[src/rtl/sha1_pad.sv]
// sha1_pad: SHA-1 message padder. Takes a byte stream and emits padded 512-bit blocks
//   (0x80, zero fill, 64-bit big-endian bit length) in the core's message_in word order.
// Latency: block_valid 1 cycle after the 64th non-last byte is accepted, 2 cycles after
//   the last byte; a length-only block is valid 2 cycles after the previous handshake.
// Backpressure: in_ready is low while a block is padded, built or presented; the presented
//   block and block_last are held stable until block_valid & block_ready.
// Ports: clk/reset (sync, active-high); in_data/in_valid/in_last/in_ready byte input;
//   block/block_valid/block_ready/block_last block output (word i at [32i+31:32i],
//   byte 4i is its MSB); busy = message in progress.
// Config: define SHA1_PAD_LEN64_EN for a 61-bit byte counter and full 64-bit length
//   field; otherwise the counter is 29 bits and length bits 63:32 are zero.
module sha1_pad (
  input  logic         clk,
  input  logic         reset,
  input  logic [7:0]   in_data,
  input  logic         in_valid,
  input  logic         in_last,
  output logic         in_ready,
  output logic [511:0] block,
  output logic         block_valid,
  input  logic         block_ready,
  output logic         block_last,
  output logic         busy
);

`ifdef SHA1_PAD_LEN64_EN
  localparam int CW = 61;
`else
  localparam int CW = 29;
`endif

  typedef enum logic [1:0] {S_FILL, S_PAD, S_EMIT, S_LEN_BUILD} state_t;

  state_t           state_q, state_d;
  logic [63:0][7:0] mem_q;          // mem_q[k] is message byte k of the current block
  logic [6:0]       p_q;            // fill pointer, 0..64
  logic [CW-1:0]    cnt_q;          // message byte count
  logic             len_pending_q;  // length must go in a second block
  logic             pad_full_q;     // last data block was full, so 0x80 opens the next
  logic             block_last_q;
  logic [63:0]      len_bits;
  logic             in_fire, blk_fire;

`ifdef SHA1_PAD_LEN64_EN
  assign len_bits = {cnt_q, 3'b000};
`else
  assign len_bits = {32'd0, cnt_q, 3'b000};
`endif

  assign in_ready    = !reset && (state_q == S_FILL) && (p_q < 7'd64);
  assign in_fire     = in_valid && in_ready;
  assign block_valid = (state_q == S_EMIT);
  assign blk_fire    = block_valid && block_ready;
  assign block_last  = block_last_q;
  assign busy        = (state_q != S_FILL) || (p_q != 7'd0);

  always_comb begin
    state_d = state_q;
    case (state_q)
      S_FILL: begin
        if (in_fire) begin
          // A last byte that also fills the block still goes through PAD.
          if (in_last)              state_d = S_PAD;
          else if (p_q == 7'd63)    state_d = S_EMIT;
        end
      end
      S_PAD:       state_d = S_EMIT;
      S_EMIT:      if (blk_fire) state_d = len_pending_q ? S_LEN_BUILD : S_FILL;
      S_LEN_BUILD: state_d = S_EMIT;
      default:     state_d = S_FILL;
    endcase
  end

  always_ff @(posedge clk) begin
    if (reset) begin
      state_q       <= S_FILL;
      mem_q         <= '0;
      p_q           <= 7'd0;
      cnt_q         <= '0;
      len_pending_q <= 1'b0;
      pad_full_q    <= 1'b0;
      block_last_q  <= 1'b0;
    end else begin
      state_q <= state_d;
      case (state_q)
        S_FILL: begin
          if (in_fire) begin
            mem_q[p_q[5:0]] <= in_data;
            p_q             <= p_q + 7'd1;
            cnt_q           <= cnt_q + CW'(1);
          end
        end
        S_PAD: begin
          // p==64 matches no byte, leaving a full data block untouched.
          for (int k = 0; k < 64; k++) begin
            if (k == int'(p_q))
              mem_q[k] <= 8'h80;
            else if (k > int'(p_q))
              mem_q[k] <= (k >= 56 && p_q <= 7'd55) ? len_bits[8*(63-k) +: 8] : 8'h00;
          end
          block_last_q  <= (p_q <= 7'd55);
          len_pending_q <= (p_q > 7'd55);
          pad_full_q    <= (p_q == 7'd64);
        end
        S_EMIT: begin
          if (blk_fire) begin
            p_q          <= 7'd0;
            block_last_q <= 1'b0;
            if (!len_pending_q && block_last_q) cnt_q <= '0;
          end
        end
        S_LEN_BUILD: begin
          for (int k = 0; k < 64; k++) begin
            if (k >= 56)
              mem_q[k] <= len_bits[8*(63-k) +: 8];
            else if (k == 0 && pad_full_q)
              mem_q[k] <= 8'h80;
            else
              mem_q[k] <= 8'h00;
          end
          block_last_q  <= 1'b1;
          len_pending_q <= 1'b0;
          pad_full_q    <= 1'b0;
        end
        default: ;
      endcase
    end
  end

  // Byte k lands in word k/4; byte 4i is the most significant byte of word i.
  always_comb begin
    block = '0;
    for (int k = 0; k < 64; k++)
      block[32*(k/4) + 8*(3-(k%4)) +: 8] = mem_q[k];
  end

endmodule

[config.mk]
export PLATFORM = sky130hd
export DESIGN_NAME = sha1_pad
export DESIGN_NICKNAME = d
export VERILOG_FILES = /design/src/rtl/sha1_pad.sv
export SDC_FILE = /design/constraint.sdc
export NUM_CORES = 1
export LEC_CHECK = 0
export BUFFER_PORTS_ARGS = -buffer_cell sky130_fd_sc_hd__buf_2
export CORE_ASPECT_RATIO = 0.9
export CORE_UTILIZATION = 40
export DETAILED_ROUTE_END_ITERATION = 6
export PLACE_DENSITY = 0.7
export SYNTH_ARGS = -nofsm -noshare
export SYNTH_HDL_FRONTEND = slang
export SYNTH_SLANG_ARGS = --single-unit
[constraint.sdc]
create_clock -name clk -period 3.5 [get_ports clk]
set_clock_uncertainty 0.1 [all_clocks]
set_input_delay 0.525 -clock clk [delete_from_list [all_inputs] [get_ports clk]]
set_output_delay 0.525 -clock clk [all_outputs]
set_load 0.005 [all_outputs]
==> results of run 1 <==
-- metal layers --
metal | routed length [um] | global-route usage (%)
met2 | 43900 | 50.2
met4 | 4460 | 14.5
met1 | 40000 | 42.3
met3 | 10100 | 8.26
met5 | 0 | 0
-- through the flow --
stage	hold slack, ps	power (mW)	utilization (%)	area, um2	std cells
4_1_cts	113	14.9	50.8	28600	3805
5_1_grt	139	15.3	50.8	28600	3805
2_1_floorplan	348	7.58	-	23000	2515
3_5_place_dp	350	8.39	47.2	26500	3695
3_3_place_gp	344	8.37	47.2	26500	3695
6_report	130	14.9	50.8	28600	3806
-- cell families (layout without fill, tap and decap cells) --
kind of cell	count (synthesis)	after routing	share of synthesized area, %
compound gates	820	820	26.5
xor+xnor	14	14	0.534
flops	553	553	48.2
mux	47	47	2.05
buf+inv	245	779	5.02
simple gates	825	825	17.1
other cells	0	1	0
fa+ha+maj	11	11	0.599
-- area by class of cell --
type	count	area, um2
inverter	17	63.8
clock inverter	34	394
multi-input combinational	1717	10800
clock buffer	76	1640
antenna	1	2.50
fill	5303	27700
sequential	553	11100
timing repair buffer	652	3670
tap	756	946
-- cell usage in the layout, fill, tap and decap left out, types with 10 or more instances in the layout --
cell type and count:
o21a_1 18, nand4_1 13, a21oi_1 117, nand2b_1 10
clkinv_2 11, mux2i_1 47, nand3_1 46, nor2b_1 12
or3_1 18, nor3_1 27, clkbuf_16 59, a22oi_1 332
a31oi_1 12, nor2_1 461, nand2_1 100, dfxtp_1 550
clkbuf_8 10, o221ai_2 21, and3_1 11, o32ai_1 11
nor2_2 10, o2bb2ai_1 17, ha_1 10, buf_4 117
buf_2 527, and2_1 12, o21ai_0 95, o31ai_1 10
a22o_1 50, inv_1 16, o22ai_1 20, o221ai_1 18
nor3_2 17
-- worst paths after layout --
check	endpoint	slack, ps
worst max-delay path	busy	140
worst min-delay path	block[17]	130
worst max register to register	flop	250
worst min register to register	flop	370
-- worst min-delay path: stages --
cell and delay [ps]:
buf_2 140, a22oi_1 80, nor2_1 80
-- where the power goes --
group          switching [mW]  internal [mW]  total, mW
sequential             0.0511           6.36       6.41
clock                    2.73           3.84       6.57
combinational            1.43          0.471       1.90
==> metrics.txt, run 1 <==
run status=finished with violations; failing checks=DRC; # H-tree levels=2; Pwr per Cell Area=521 mW/mm2; Worst EP arrival=2740 ps; Leak=12.0 nW; startpoint types=flop; syn_nets=2,539; share of cells above drive strength 1=28.5%; Avg Cell Area, Syn=9.13 um2; Post-Syn Area=0.0230 mm2; CP startpoint=p_q[0]; actual slew at the worst max-slew pin=1250 ps; core area=0.0562 mm2; cell family with most CP delay=simple AND/OR/NAND/NOR gates; Num CTS Buffers=59; Synth area leaders=dfxtp_1, a22oi_1, nor2_1; Critical Path Stages=6; final setup fails=0; die area=0.0584 mm2; ANT nets after route=0; number of global-route vias before repair=21,900; FP Rows=82; clock sinks=553; Final Max Slew Viols=0; FF-to-FF Start=state_q[1]; Final period util=96.1%; TNS Setup=0 ps; Syn-to-layout area delta=24.4%; EDFF count, synth=0; via total after detailed routing=23,200; CP required=2870 ps; CP bufs+invs=2; synth unique cells=98; Max clock buf depth=3; CTS root buffer=clkbuf_16; worst hold path class=input pin to flop; CTS tree=done; wire length per cell=25.9 um; Initial Util=40.8%; min Tclk post-route=3360 ps; setup ws final=135 ps; unrepaired setup endpoints after global routing=false; final hold violation count=0; kind of critical path=flop to output pin; Initial DRT Pass Iterations=7; Die X=255 um; routed vias/inst=6.09; Worst slew margin=16.4%; first-pass GRT wire length=143,000 um; die extent in y=229 um; CP max-delay cell=or3b_4; min-delay src=in_data[1]; sequential-to-total area share from yosys stat=48.2%; R2R depth=8; number of buffers added on ports=528; clk slew on worst S/H paths=60 ps; Max VDD drop=0.452 mV; Initial DRC Count=2,795; worst-path cell chain=inv_1 > ha_1 > or3b_4 > nor2_1 > nand2_1 > buf_2; most common cell in the netlist=dfxtp_1; Nets=3,024; CP peak stage delay=510 ps; final WL=98,500 um; hold_buf cts=0; Critical Path Sink Type=output pin; async set-or-reset flop fraction in the synthesized netlist=0%; Final GP Congestion=1.02; pin count of the biggest net entering global routing=116; share of the synthesized area in the top cell type=48.2%; most common flop cell mapped by yosys=dfxtp_1; GR Util All Layers=32.4%; warnings from Yosys=0; Synth Register Bits=553; # DRC=1; initial antenna violation count=1; post_cts resized=0; io pins=529; max-cap violations=0; Mapped Cells=2,515; commonest cells in the netlist=dfxtp_1, nor2_1, a22oi_1, a21oi_1, clkbuf_1; pre-CTS WS=373 ps; leading area contributor after synthesis=dfxtp_1; clk_lat worst skew=630 ps; gr ovfl total=0; worst hold path depth=3; hpwl dp=70,500 um; worst-path maximum fanout=6; post-CTS setup buffer count=0; fmax=297 MHz
No activity file was read; power rests on OpenSTA's default activity.
==> inputs of run 2 (changes only) <==
CORE_UTILIZATION = 54   (was 40)
PLACE_DENSITY = 0.88   (was 0.7)
==> run 2 against run 1 <==
Largest cell class unchanged. Combinational power is 5% lower. Largest power group is now sequential cells. The flow still finishes with violations (DRC). Sequential power is essentially flat. Critical endpoint unchanged. Die area fell by 26%. Core utilization increased by 16 points.
==> metrics.txt, run 2 (same netlist as run 1, synthesis figures left out) <==
run status=finished with violations; failing checks=DRC; # DRC=5 (+4); actual slew at the worst max-slew pin=1170 ps (-84.6 ps); wire length per cell=25.5 um (-1.6%); CP startpoint=p_q[0]; worst hold path class=input pin to flop; Max VDD drop=0.450 mV (-0.41%); most common cell after layout, fill and taps aside=dfxtp_1; number of buffers added on ports=528 (unchanged); ANT nets after route=0 (unchanged); Initial DRT Pass Iterations=7 (unchanged); Initial Util=54.9% (+14 points); min Tclk post-route=3380 ps (+10.6 ps); most frequent cells in the layout=dfxtp_1, buf_2, nor2_1; CTS tree=done; TNS Setup=0 ps (unchanged); unrepaired setup endpoints after global routing=false; hold_buf cts=0 (unchanged); share of cells above drive strength 1=27.8% (-0.68 points); GR Util All Layers=40.2% (+7.8 points); FF-to-FF Start=state_q[1]; final setup fails=0 (unchanged); first-pass GRT wire length=133,000 um (-6.9%); CP required=2870 ps (about the same); Final GP Congestion=1.04 (+2.1%); Pwr per Cell Area=510 mW/mm2 (-2.1%); Worst EP arrival=2750 ps (about the same); Pwr Total=14.3 mW (-4.0%); Initial DRC Count=3,001 (+7.4%); initial antenna violation count=1 (unchanged); fmax=296 MHz (-0.31%); FF+latch area=0.0111 mm2 (about the same); number of global-route vias before repair=21,900 (+0.037%); die extent in y=198 um (-14%); clk slew on worst S/H paths=60 ps (about the same); kind of critical path=flop to output pin; min-delay src=in_data[2]; die area=0.0433 mm2 (-26%); final hold violation count=0 (unchanged); via total after detailed routing=23,400 (+1.1%); post-CTS setup buffer count=0 (unchanged); CTS root buffer=clkbuf_16; post_cts resized=0 (unchanged); max-cap violations=0 (unchanged); gr ovfl total=0 (unchanged); FILL cells=3,279 (-38%); final WL=91,000 um (-7.6%); area of the multi-input gates=0.0108 mm2 (about the same); Syn-to-layout area delta=22.0%; Final period util=96.4% (+0.30 points); Nets=3,003 (-0.69%); worst-path maximum fanout=7 (+1); Leak=11.9 nW (-1.3%); Worst slew margin=22.1% (+5.6 points); clk_lat worst skew=600 ps (-30 ps); core area=0.0418 mm2 (-26%); Final Max Slew Viols=0 (unchanged); routed vias/inst=6.56 (+7.7%); Max clock buf depth=3 (unchanged); Critical Path Sink Type=output pin; startpoint types=flop; hpwl dp=63,400 um (-10%); io pins=529 (unchanged); pin count of the biggest net entering global routing=117 (+0.86%); Num CTS Buffers=54 (-8.5%); Die X=219 um (-14%); # H-tree levels=2 (unchanged); clock sinks=553 (unchanged); FP Rows=71 (-13%)
==> run 2: changes by cell type in the layout (fill, tap and decap cells not counted) <==
| cell | before | now |
|---|---|---|
| bufinv_16 | 7 | 5 |
| dfxtp_2 | 3 | 4 |
| o21bai_1 | 3 | 4 |
| clkinv_4 | 1 | 0 |
| clkbuf_1 | 7 | 9 |
| o21bai_2 | 1 | 0 |
| clkbuf_16 | 59 | 55 |
| buf_4 | 117 | 101 |
| clkbuf_8 | 10 | 14 |
| inv_6 | 6 | 2 |
| dfxtp_1 | 550 | 549 |
| clkinv_2 | 11 | 10 |
| clkinvlp_4 | 9 | 5 |
==> run 2: path summary, 6_finish.rpt <==
check,to,slack (ps),depth (start not counted)
max,busy,120,6
min,block[170],160,3
max reg2reg,block[310],230,9
min reg2reg,flop,370,2
==> run 2: per-stage QoR <==
stage          instance area, um2  worst slack, ps  utilization, %  instances  hold slack, ps
6_report                    28000              125            66.9       3571             160
4_1_cts                     28000             52.2            66.9       3570             139
5_1_grt                     28000             71.8            66.9       3571             170
3_3_place_gp                26100              508            62.5       3470             342
3_5_place_dp                26100              430            62.5       3470             350
2_1_floorplan               23000              967               -       2515             348
==> run 2: cell type report <==
class / count / share of cell area (%)
tap: 547 / 2.44
inverter: 17 / 0.228
clock buffer: 78 / 5.72
multi-input combinational: 1717 / 38.5
clock inverter: 22 / 0.911
sequential: 553 / 39.5
timing repair buffer: 636 / 12.7
antenna: 1 / 0.00893
==> run 2: layer usage <==
metal,wire length [um],GRT usage (%)
met1,35100,52.3
met2,40400,60.7
met3,11100,11.0
met4,4360,21.1
met5,0,0
==> run 2: power by group <==
group          switching (mW)  internal [mW]  total, mW
combinational            1.36          0.442       1.80
sequential             0.0517           6.36       6.41
clock                    2.52           3.55       6.07
==> run 2: worst max-delay path, stage by stage (launching register included) <==
cell	delay, ps
dfxtp_1	370
inv_1	140
ha_1	360
or3b_4	510
nor2_1	360
nand2_1	220
buf_2	190
